File: src/rtl/axadd_error_monitor.sv
// ---------------------------------------------------------------------------
// axadd_error_monitor
//   Accuracy-characterisation stage for the approximate Ladner-Fischer adder.
//   Each accepted beat carries the operands and the adder's approximate sum.
//   The block recomputes the exact sum and forms the error distance
//   ED = |exact - approx|. Over a window of 2^WIN_LOG2 accepted beats it
//   accumulates:
//     - the count of erroneous beats (ED != 0),
//     - the saturating sum of ED,
//     - the maximum ED.
//
// Ports
//   clk, rst_n     clock, asynchronous active-low reset
//   start          pulse; opens a new window (only honoured in IDLE)
//   in_valid       beat valid
//   in_ready       beat accepted on in_valid & in_ready (high only in RUN)
//   op_a, op_b     adder operands (carry-in is 0)
//   approx_sum     approximate sum, MSB is the carry out
//   busy           window in progress (RUN or DRAIN)
//   done           one-cycle pulse when the window statistics are final
//   stat_valid     statistics hold a completed window
//   err_count      erroneous-beat count
//   sum_ed         saturating ED sum
//   max_ed         largest ED seen in the window
// ---------------------------------------------------------------------------

// Error distance of one beat: |(op_a + op_b) - approx_sum|, all unsigned.
module axadd_ed_calc #(
  parameter int WIDTH = 16
) (
  input  logic [WIDTH-1:0] op_a,
  input  logic [WIDTH-1:0] op_b,
  input  logic [WIDTH:0]   approx_sum,
  output logic [WIDTH:0]   ed
);

  logic [WIDTH:0] exact;

  // Zero-extend before adding so the carry lands in the MSB.
  assign exact = {1'b0, op_a} + {1'b0, op_b};

  // The approximate adder may over- or under-estimate; take the magnitude.
  always_comb begin
    ed = '0;
    if (exact >= approx_sum) ed = exact - approx_sum;
    else                     ed = approx_sum - exact;
  end

endmodule

module axadd_error_monitor #(
  parameter int WIDTH    = 16,
  parameter int WIN_LOG2 = 8,
  parameter int ACC_W    = 32
) (
  input  logic                clk,
  input  logic                rst_n,
  input  logic                start,
  input  logic                in_valid,
  output logic                in_ready,
  input  logic [WIDTH-1:0]    op_a,
  input  logic [WIDTH-1:0]    op_b,
  input  logic [WIDTH:0]      approx_sum,
  output logic                busy,
  output logic                done,
  output logic                stat_valid,
  output logic [WIN_LOG2:0]   err_count,
  output logic [ACC_W-1:0]    sum_ed,
  output logic [WIDTH:0]      max_ed
);

  localparam int CNT_W = WIN_LOG2 + 1;
  localparam logic [CNT_W-1:0] LAST_BEAT = CNT_W'((1 << WIN_LOG2) - 1);

  // The ED sum is formed one bit wider than the larger of the accumulator
  // and ED so the overflow past 2^ACC_W-1 is visible before clamping.
  localparam int SUM_W = ((ACC_W > WIDTH + 1) ? ACC_W : (WIDTH + 1)) + 1;
  localparam logic [ACC_W-1:0] ACC_MAX = '1;

  typedef enum logic [1:0] {
    IDLE  = 2'd0,
    RUN   = 2'd1,
    DRAIN = 2'd2,
    DONE  = 2'd3
  } state_t;

  typedef struct packed {
    logic [WIDTH-1:0] a;
    logic [WIDTH-1:0] b;
    logic [WIDTH:0]   s;
  } beat_t;

  state_t state, state_n;

  logic [CNT_W-1:0] beat_cnt;
  logic             accept;
  logic             last_accept;
  logic             clr;

  beat_t            s1_beat;
  logic             s1_vld;

  logic [WIDTH:0]   ed;
  logic [SUM_W-1:0] sum_ext;
  logic [ACC_W-1:0] sum_nxt;

  // ------------------------------------------------------------------------
  // Handshake and status decode. All are decodes of the state register only,
  // so in_ready never depends combinationally on in_valid.
  // ------------------------------------------------------------------------
  assign in_ready    = (state == RUN);
  assign busy        = (state == RUN) || (state == DRAIN);
  assign done        = (state == DONE);

  assign accept      = in_valid && in_ready;
  assign last_accept = accept && (beat_cnt == LAST_BEAT);

  // A start in IDLE clears the window on the same edge it moves to RUN.
  assign clr         = (state == IDLE) && start;

  // ------------------------------------------------------------------------
  // FSM
  // ------------------------------------------------------------------------
  always_ff @(posedge clk or negedge rst_n) begin
    if (!rst_n) state <= IDLE;
    else        state <= state_n;
  end

  always_comb begin
    state_n = state;
    unique case (state)
      IDLE:    if (start)       state_n = RUN;
      RUN:     if (last_accept) state_n = DRAIN;
      // One cycle lets the final beat retire from stage 2.
      DRAIN:                    state_n = DONE;
      DONE:                     state_n = IDLE;
      default:                  state_n = IDLE;
    endcase
  end

  // ------------------------------------------------------------------------
  // Beat counter and stat_valid
  // ------------------------------------------------------------------------
  always_ff @(posedge clk or negedge rst_n) begin
    if (!rst_n)      beat_cnt <= '0;
    else if (clr)    beat_cnt <= '0;
    else if (accept) beat_cnt <= beat_cnt + 1'b1;
  end

  // Raised on the DRAIN->DONE edge, when the last beat has just been
  // accumulated; held through IDLE until the next window opens.
  always_ff @(posedge clk or negedge rst_n) begin
    if (!rst_n)               stat_valid <= 1'b0;
    else if (clr)             stat_valid <= 1'b0;
    else if (state == DRAIN)  stat_valid <= 1'b1;
  end

  // ------------------------------------------------------------------------
  // Stage 1: capture the accepted beat
  // ------------------------------------------------------------------------
  always_ff @(posedge clk or negedge rst_n) begin
    if (!rst_n) begin
      s1_vld  <= 1'b0;
      s1_beat <= '0;
    end else begin
      s1_vld <= accept;
      if (accept) s1_beat <= '{a: op_a, b: op_b, s: approx_sum};
    end
  end

  // ------------------------------------------------------------------------
  // Stage 2: error distance and accumulation
  // ------------------------------------------------------------------------
  axadd_ed_calc #(.WIDTH(WIDTH)) u_ed (
    .op_a       (s1_beat.a),
    .op_b       (s1_beat.b),
    .approx_sum (s1_beat.s),
    .ed         (ed)
  );

  // Clamp at all-ones. Once saturated, any further ED keeps it there.
  always_comb begin
    sum_ext = SUM_W'(sum_ed) + SUM_W'(ed);
    sum_nxt = sum_ed;
    if (sum_ext > SUM_W'(ACC_MAX)) sum_nxt = ACC_MAX;
    else                           sum_nxt = sum_ext[ACC_W-1:0];
  end

  always_ff @(posedge clk or negedge rst_n) begin
    if (!rst_n) begin
      err_count <= '0;
      sum_ed    <= '0;
      max_ed    <= '0;
    end else if (clr) begin
      err_count <= '0;
      sum_ed    <= '0;
      max_ed    <= '0;
    end else if (s1_vld) begin
      err_count <= err_count + CNT_W'(ed != '0);
      sum_ed    <= sum_nxt;
      if (ed > max_ed) max_ed <= ed;
    end
  end

endmodule

File: config.mk
export PLATFORM = sky130hd
export DESIGN_NAME = axadd_error_monitor
export DESIGN_NICKNAME = d
export VERILOG_FILES = /design/src/rtl/axadd_error_monitor.sv
export SDC_FILE = /design/constraint.sdc
export NUM_CORES = 1
export LEC_CHECK = 0
export CAP_MARGIN = 20
export CORE_MARGIN = 2
export CORE_UTILIZATION = 59
export DETAILED_ROUTE_END_ITERATION = 10
export PLACE_DENSITY = 0.9
export SLEW_MARGIN = 20
export SYNTH_ARGS = -nofsm -noshare
export SYNTH_HDL_FRONTEND = slang
export SYNTH_HIERARCHICAL = 1
export SYNTH_SLANG_ARGS = --single-unit
File: constraint.sdc
create_clock -name clk -period 13 [get_ports clk]
set_clock_uncertainty 0.05 [all_clocks]
set_input_delay 1.95 -clock clk [delete_from_list [all_inputs] [get_ports clk]]
set_output_delay 1.95 -clock clk [all_outputs]
set_load 0.01 [all_outputs]
Yosys cells after proc, flatten, opt, wreduce, memory -nomap -nowiden
Cells that the tools add are included.
{ "totals": {"ff_bits": 120, "word_cells": 53, "output_inout_bits": 62, "in_bits": 53} }
{ "classes": {"n_addsub": 6, "n_reduce_logical": 12, "n_eq_ne": 6, "magnitude_cmp": 3, "n_mux": 16} }
{ "ops": {"columns": ["operator", "count"], "rows": [
  ["32-bit two-way mux", 3],
  ["17-bit two-way mux", 4],
  ["9-bit two-way mux", 4],
  ["17-bit subtractor", 2],
  ["32-bit by 17-bit adder with 33-bit output", 1],
  ["33-bit by 32-bit > comparator with 1-bit output (second input constant)", 1],
  ["16-bit by 16-bit adder with 17-bit output", 1],
  ["17-bit >= comparator", 1],
  ["17-bit > comparator", 1],
  ["17-bit nonzero test", 1],
  ["9-bit by 1-bit adder with 9-bit output", 1],
  ["9-bit by 1-bit adder with 9-bit output (second input constant)", 1],
  ["9-bit by 8-bit equality test with 1-bit output (second input constant)", 1],
  ["2-bit one-hot mux with 4 select lines", 1],
  ["2-bit nonzero test", 4],
  ["2-bit equality test (second input constant)", 2],
  ["2-bit two-way mux", 2],
  ["2-bit AND reduction", 2],
  ["1-bit logical AND", 3],
  ["2-bit by 1-bit equality test with 1-bit output (second input constant)", 1],
  ["2-bit logical NOT", 1],
  ["1-bit two-way mux", 2],
  ["2-bit by 1-bit inequality test with 1-bit output (second input constant)", 1],
  ["2-bit inequality test (second input constant)", 1],
  ["1-bit logical OR", 1]
]} }

Depth between registers and ports, before layout
{ "depth": {"ltp_word": 8, "depth_mapped": 29, "ltp_nobuf": 25} }

Hierarchy
Netlist, hierarchy kept.
{ "by_module_without_submodules": {"columns": ["mod", "seq_area_each_um2", "n_inst", "area_each_um2", "cells_each"], "rows": [
  ["axadd_error_monitor", 3002.9, 1, 6447.4, 706],
  ["axadd_ed_calc", 0.0, 1, 2379.8, 322]
]} }

Worst setup path after synthesis
Ideal clock, no wire load.
{ "synth_path": {"path_type": "register -> register", "startpoint": "reg s1_beat[33] in the netlist's numbering", "endpoint": "reg sum_ed[27]", "setup_slack_ps": 6948, "required_time_ps": 12806, "setup_ps": 144, "arrival_time_ps": 5858, "stages_incl_launch_ff": 29, "n_path_buf": 3, "synth_period_minus_slack_ps": 6052, "path_cell_list": "dfrtp_1 ha_1 fa_1 a21o_1 a21oi_1 o21a_1 nor2_1 a2111oi_0 nor3_1 xor2_1 ha_1 clkbuf_1 a21oi_1 o21ai_1 nand3_1 nand3_1 a21oi_4 buf_12 mux2i_1 xor2_1 ha_1 a21o_1 a21oi_1 nand4b_2 o211ai_4 and2_4 buf_6 and3_4 a311oi_2"} }
{ "synth_via": {"elab_chain_len": 8, "word_cells_on_any_way": 10, "cone_classes": "4 x add/sub; 2 x order compare; 4 x mux"} }
{ "synth_lines": {"columns": ["element", "line_no", "text"], "rows": [
  ["start, declared", "100", "beat_t s1_beat;"],
  ["start signal, assigned", "167", "if (accept) s1_beat <= '{a: op_a, b: op_b, s: approx_sum};"],
  ["16-bit by 16-bit adder with 17-bit output *", "40", "assign exact = {1'b0, op_a} + {1'b0, op_b};"],
  ["17-bit subtractor (tied with other cells)", "46", "else ed = approx_sum - exact;"],
  ["17-bit two-way mux *", "45", "if (exact >= approx_sum) ed = exact - approx_sum;"],
  ["via ed[13]", "103", "logic [WIDTH:0] ed;"],
  ["32-bit by 17-bit adder with 33-bit output *", "183", "sum_ext = SUM_W'(sum_ed) + SUM_W'(ed);"],
  ["33-bit by 32-bit > comparator with 1-bit output", "185", "if (sum_ext > SUM_W'(ACC_MAX)) sum_nxt = ACC_MAX;"],
  ["32-bit two-way mux *", "185", null],
  ["32-bit two-way mux *", "198", "end else if (s1_vld) begin"],
  ["32-bit two-way mux *", "194", "end else if (clr) begin"],
  ["end signal, assigned", "200", "sum_ed <= sum_nxt;"],
  ["end, declared", "68", "output logic [ACC_W-1:0] sum_ed,"]
]} }
The timed path passes the listed nets; every way through them passes the cells marked *. The select of a mux whose other input is x is not followed.
A chain may end at the register's enable or synchronous reset.

Worst setup path after layout
Same ends and word-level chain as after synthesis.

==> flow_metrics.env <==
export IMPL_synth_area_um2=8830
export IMPL_path_class="reg -> reg"
export IMPL_cts_max_level=4
export IMPL_timing_rr_end="sum_ed[27]"
export IMPL_worst_ep_arrival_time_ns=7.62
export IMPL_clk_transition_reported_paths_ns=0.06
export IMPL_first_pass_iters=5
export IMPL_drive_above_1_share=0.0583
export IMPL_route_detailed_drc=0
export IMPL_die_h_um=126
export IMPL_clk_path_buf_depth=2
export IMPL_synthCells=1028
export IMPL_cpMostUsedCell="ha_1"
export IMPL_regArea_um2=3000
export IMPL_grt_pass1_wl_mm=37.2
export IMPL_syn_nets=1177
export IMPL_seq_area_frac_synth=0.340
export IMPL_period_needed_ns=7.33
export IMPL_min_path_cells=2
export IMPL_rsz0062_at_grt="false"
export IMPL_postCtsHoldBufs=0
export IMPL_postCtsSetupBuffers=0
export IMPL_finalWeightedCongestion=0.953
export IMPL_die_w_um=126
export IMPL_die_area_um2=16000
export IMPL_post_place_cells=1285
export IMPL_max_cap_violations=0
export IMPL_core_region_area_um2=14600
export IMPL_final_cell_area_um2=10600
export IMPL_worst_pin_slew_ns=0.985
export IMPL_grt_usage=0.284
export IMPL_drt_initial_drc_count=788
export IMPL_start_util=0.605
export IMPL_ys_ff_latch=120
export IMPL_grt_pass1_vias=7718
export IMPL_numCtsBuffers=17
export IMPL_instances_no_fill=1317
export IMPL_synthFlopType="dfrtp_1"
export IMPL_synth_distinct_cells=69
export IMPL_nets=1269
export IMPL_relSlewSlack=0.344
export IMPL_row_count=44
export IMPL_syn_area_per_cell_um2=8.59
export IMPL_cts_resized=0
export IMPL_crit_fanout=16
export IMPL_post_route_period_util=0.564
export IMPL_final_cell_mix="nand2_1, dfrtp_1, clkdlybuf4s50_1"
export IMPL_path_cells="ha_1 -> fa_1 -> a21o_1 -> a21oi_1 -> o21a_1 -> nor2_1 -> a2111oi_0 -> nor3_1 -> xor2_1 -> ha_1 -> a21oi_1 -> o21ai_1 -> nand3_1 -> nand3_1 -> a21oi_4 -> mux2i_1 -> xor2_1 -> ha_1 -> o21ai_1 -> a211o_1 -> a21oi_4 -> a21boi_1 -> a41oi_1 -> a311oi_2"
export IMPL_crit_slowest_cell="a21boi_1"
export IMPL_crit_path_start_kind="flip-flop"
export IMPL_antenna_found_initial=0
export IMPL_multi_input_area_um2=5350
export IMPL_synth_edf_count=0
export IMPL_cp_num_cells=24
export IMPL_fill_cells=1068
export IMPL_slowest_delay_ns=0.76
export IMPL_hpwl_mm=16.0
export IMPL_hold_path_class="reg -> reg"
export IMPL_clockRootBuffer="clkbuf_16"
export IMPL_cp_top_family="compound AO/OA/AOI/OAI gates"
export IMPL_async_flop_share=1.00
export IMPL_r2r_start="s1_beat[33]"
export IMPL_areaGrowthSynthToFinish_pct=20.2
export IMPL_antenna_left=0
export IMPL_path_buf_inv=0
export IMPL_routed_wl_mm=22.4
export IMPL_num_vias=8038
export IMPL_placed_cell_area_um2=10000
export IMPL_min_to="s1_beat[16]"
export IMPL_clock_sinks=120
export IMPL_wire_per_inst_um=17.0
export IMPL_tns_ns=0
export IMPL_rrSetupSlack_ns=5.67
export IMPL_cts_tree="built"
export IMPL_layout_commonest_cell="nand2_1"
export IMPL_drv_slew=0
export IMPL_port_buffers=114
export IMPL_grt_overflow_total=0
export IMPL_clock_latency_ns=0.42
export IMPL_crit_required_ns=13.28
export IMPL_timing_fmax_mhz=136
export IMPL_vias_per_cell=6.10
export IMPL_status="finished clean"
export IMPL_setup_viol=0
export IMPL_endpoint_kind="flip-flop"
export IMPL_r2r_cells=24
export IMPL_ios=115
export IMPL_hold_viol_final=0
export IMPL_n_antenna_cell=0
export IMPL_grt_max_degree=79
export IMPL_yosysWarningCount=6
export IMPL_hold_path_startpoint="s1_beat[16]"
cells in the mapped netlist, drive strengths merged (12+ instances only):
cell    count  area share
dfrtp     120        0.34
and3       12      0.0091
xor2       30       0.030
mux2i      18       0.020
ha         92        0.13
a21oi      70       0.043
nand2     186       0.079
nand4      15       0.011
inv        64       0.027
o21ai      62       0.036
nor2       48       0.020
a21o       37       0.031
nand3      32       0.018
a31oi      20       0.014
nor3       15      0.0091
o31ai      20       0.019
buf        19       0.015
xnor2      23       0.023
clkbuf     29       0.012
logic make-up (layout without fill, tap and decap cells):
family,after synthesis,count (layout),share of synthesized area
AO/OA/AOI/OAI,264,264,0.201
XOR/XNOR,53,53,0.0526
adder cells (fa/ha/maj),96,96,0.139
buffers and inverters,112,217,0.0543
flip-flops,120,120,0.340
multiplexers,19,19,0.0217
AND/OR/NAND/NOR,364,364,0.191
routing by layer:
layer / GRT usage / part of all wire / vias to the layer above
met5: 0 / 0 / -
met4: 0.108 / 0.027 / 0
met3: 0.0510 / 0.068 / 55
met2: 0.450 / 0.46 / 348
met1: 0.393 / 0.44 / 3851
li1: - / - / 3784
flip-flops by register name (all words and copies together), names as in the netlist:
name,cells
beat_cnt,9
state,2
stat_valid,1
s1_vld,1
sum_ed,32
err_count,9
s1_beat,49
max_ed,17
through the flow:
stage	hold WS (ns)	utilization	worst slack, ns
6_report	0.428	0.727	5.67
5_1_grt	0.456	0.727	5.20
4_1_cts	0.431	0.727	5.80
3_5_place_dp	0.417	0.687	5.91
3_3_place_gp	0.412	0.686	6.10
2_1_floorplan	0.396	-	6.95
worst reg2reg max path: cells and delay by family, from the launching register on:
kind            cells  cell delay (ns)
flops               1             0.39
xor+xnor            2             0.65
fa+ha+maj           4             1.46
compound gates     13             3.94
simple gates        4             0.47
mux                 1             0.30
worst max-delay path by stage:
stage | start | end | slack [ns]
5_1_grt | s1_beat[33] | sum_ed[27] | 5.20
3_5_place_dp | s1_beat[33] | sum_ed[27] | 5.91
2_1_floorplan | s1_beat[33] | sum_ed[27] | 6.95
3_3_place_gp | s1_beat[33] | sum_ed[27] | 6.10
6_report | s1_beat[33] | sum_ed[27] | 5.67
4_1_cts | s1_beat[33] | sum_ed[27] | 5.80
layout make-up:
| type | instances | share of cell area |
|---|---|---|
| Inverter | 64 | 0.0226 |
| Multi-Input combinational cell | 796 | 0.504 |
| Clock inverter | 14 | 0.0139 |
| Timing Repair Buffer | 121 | 0.113 |
| Clock buffer | 18 | 0.0414 |
| Tap cell | 184 | 0.0217 |
| Sequential cell | 120 | 0.283 |
Power is left out: the tool's default activity adds up to more than one toggle a clock period on the data nets, which glitch-free logic cannot reach.
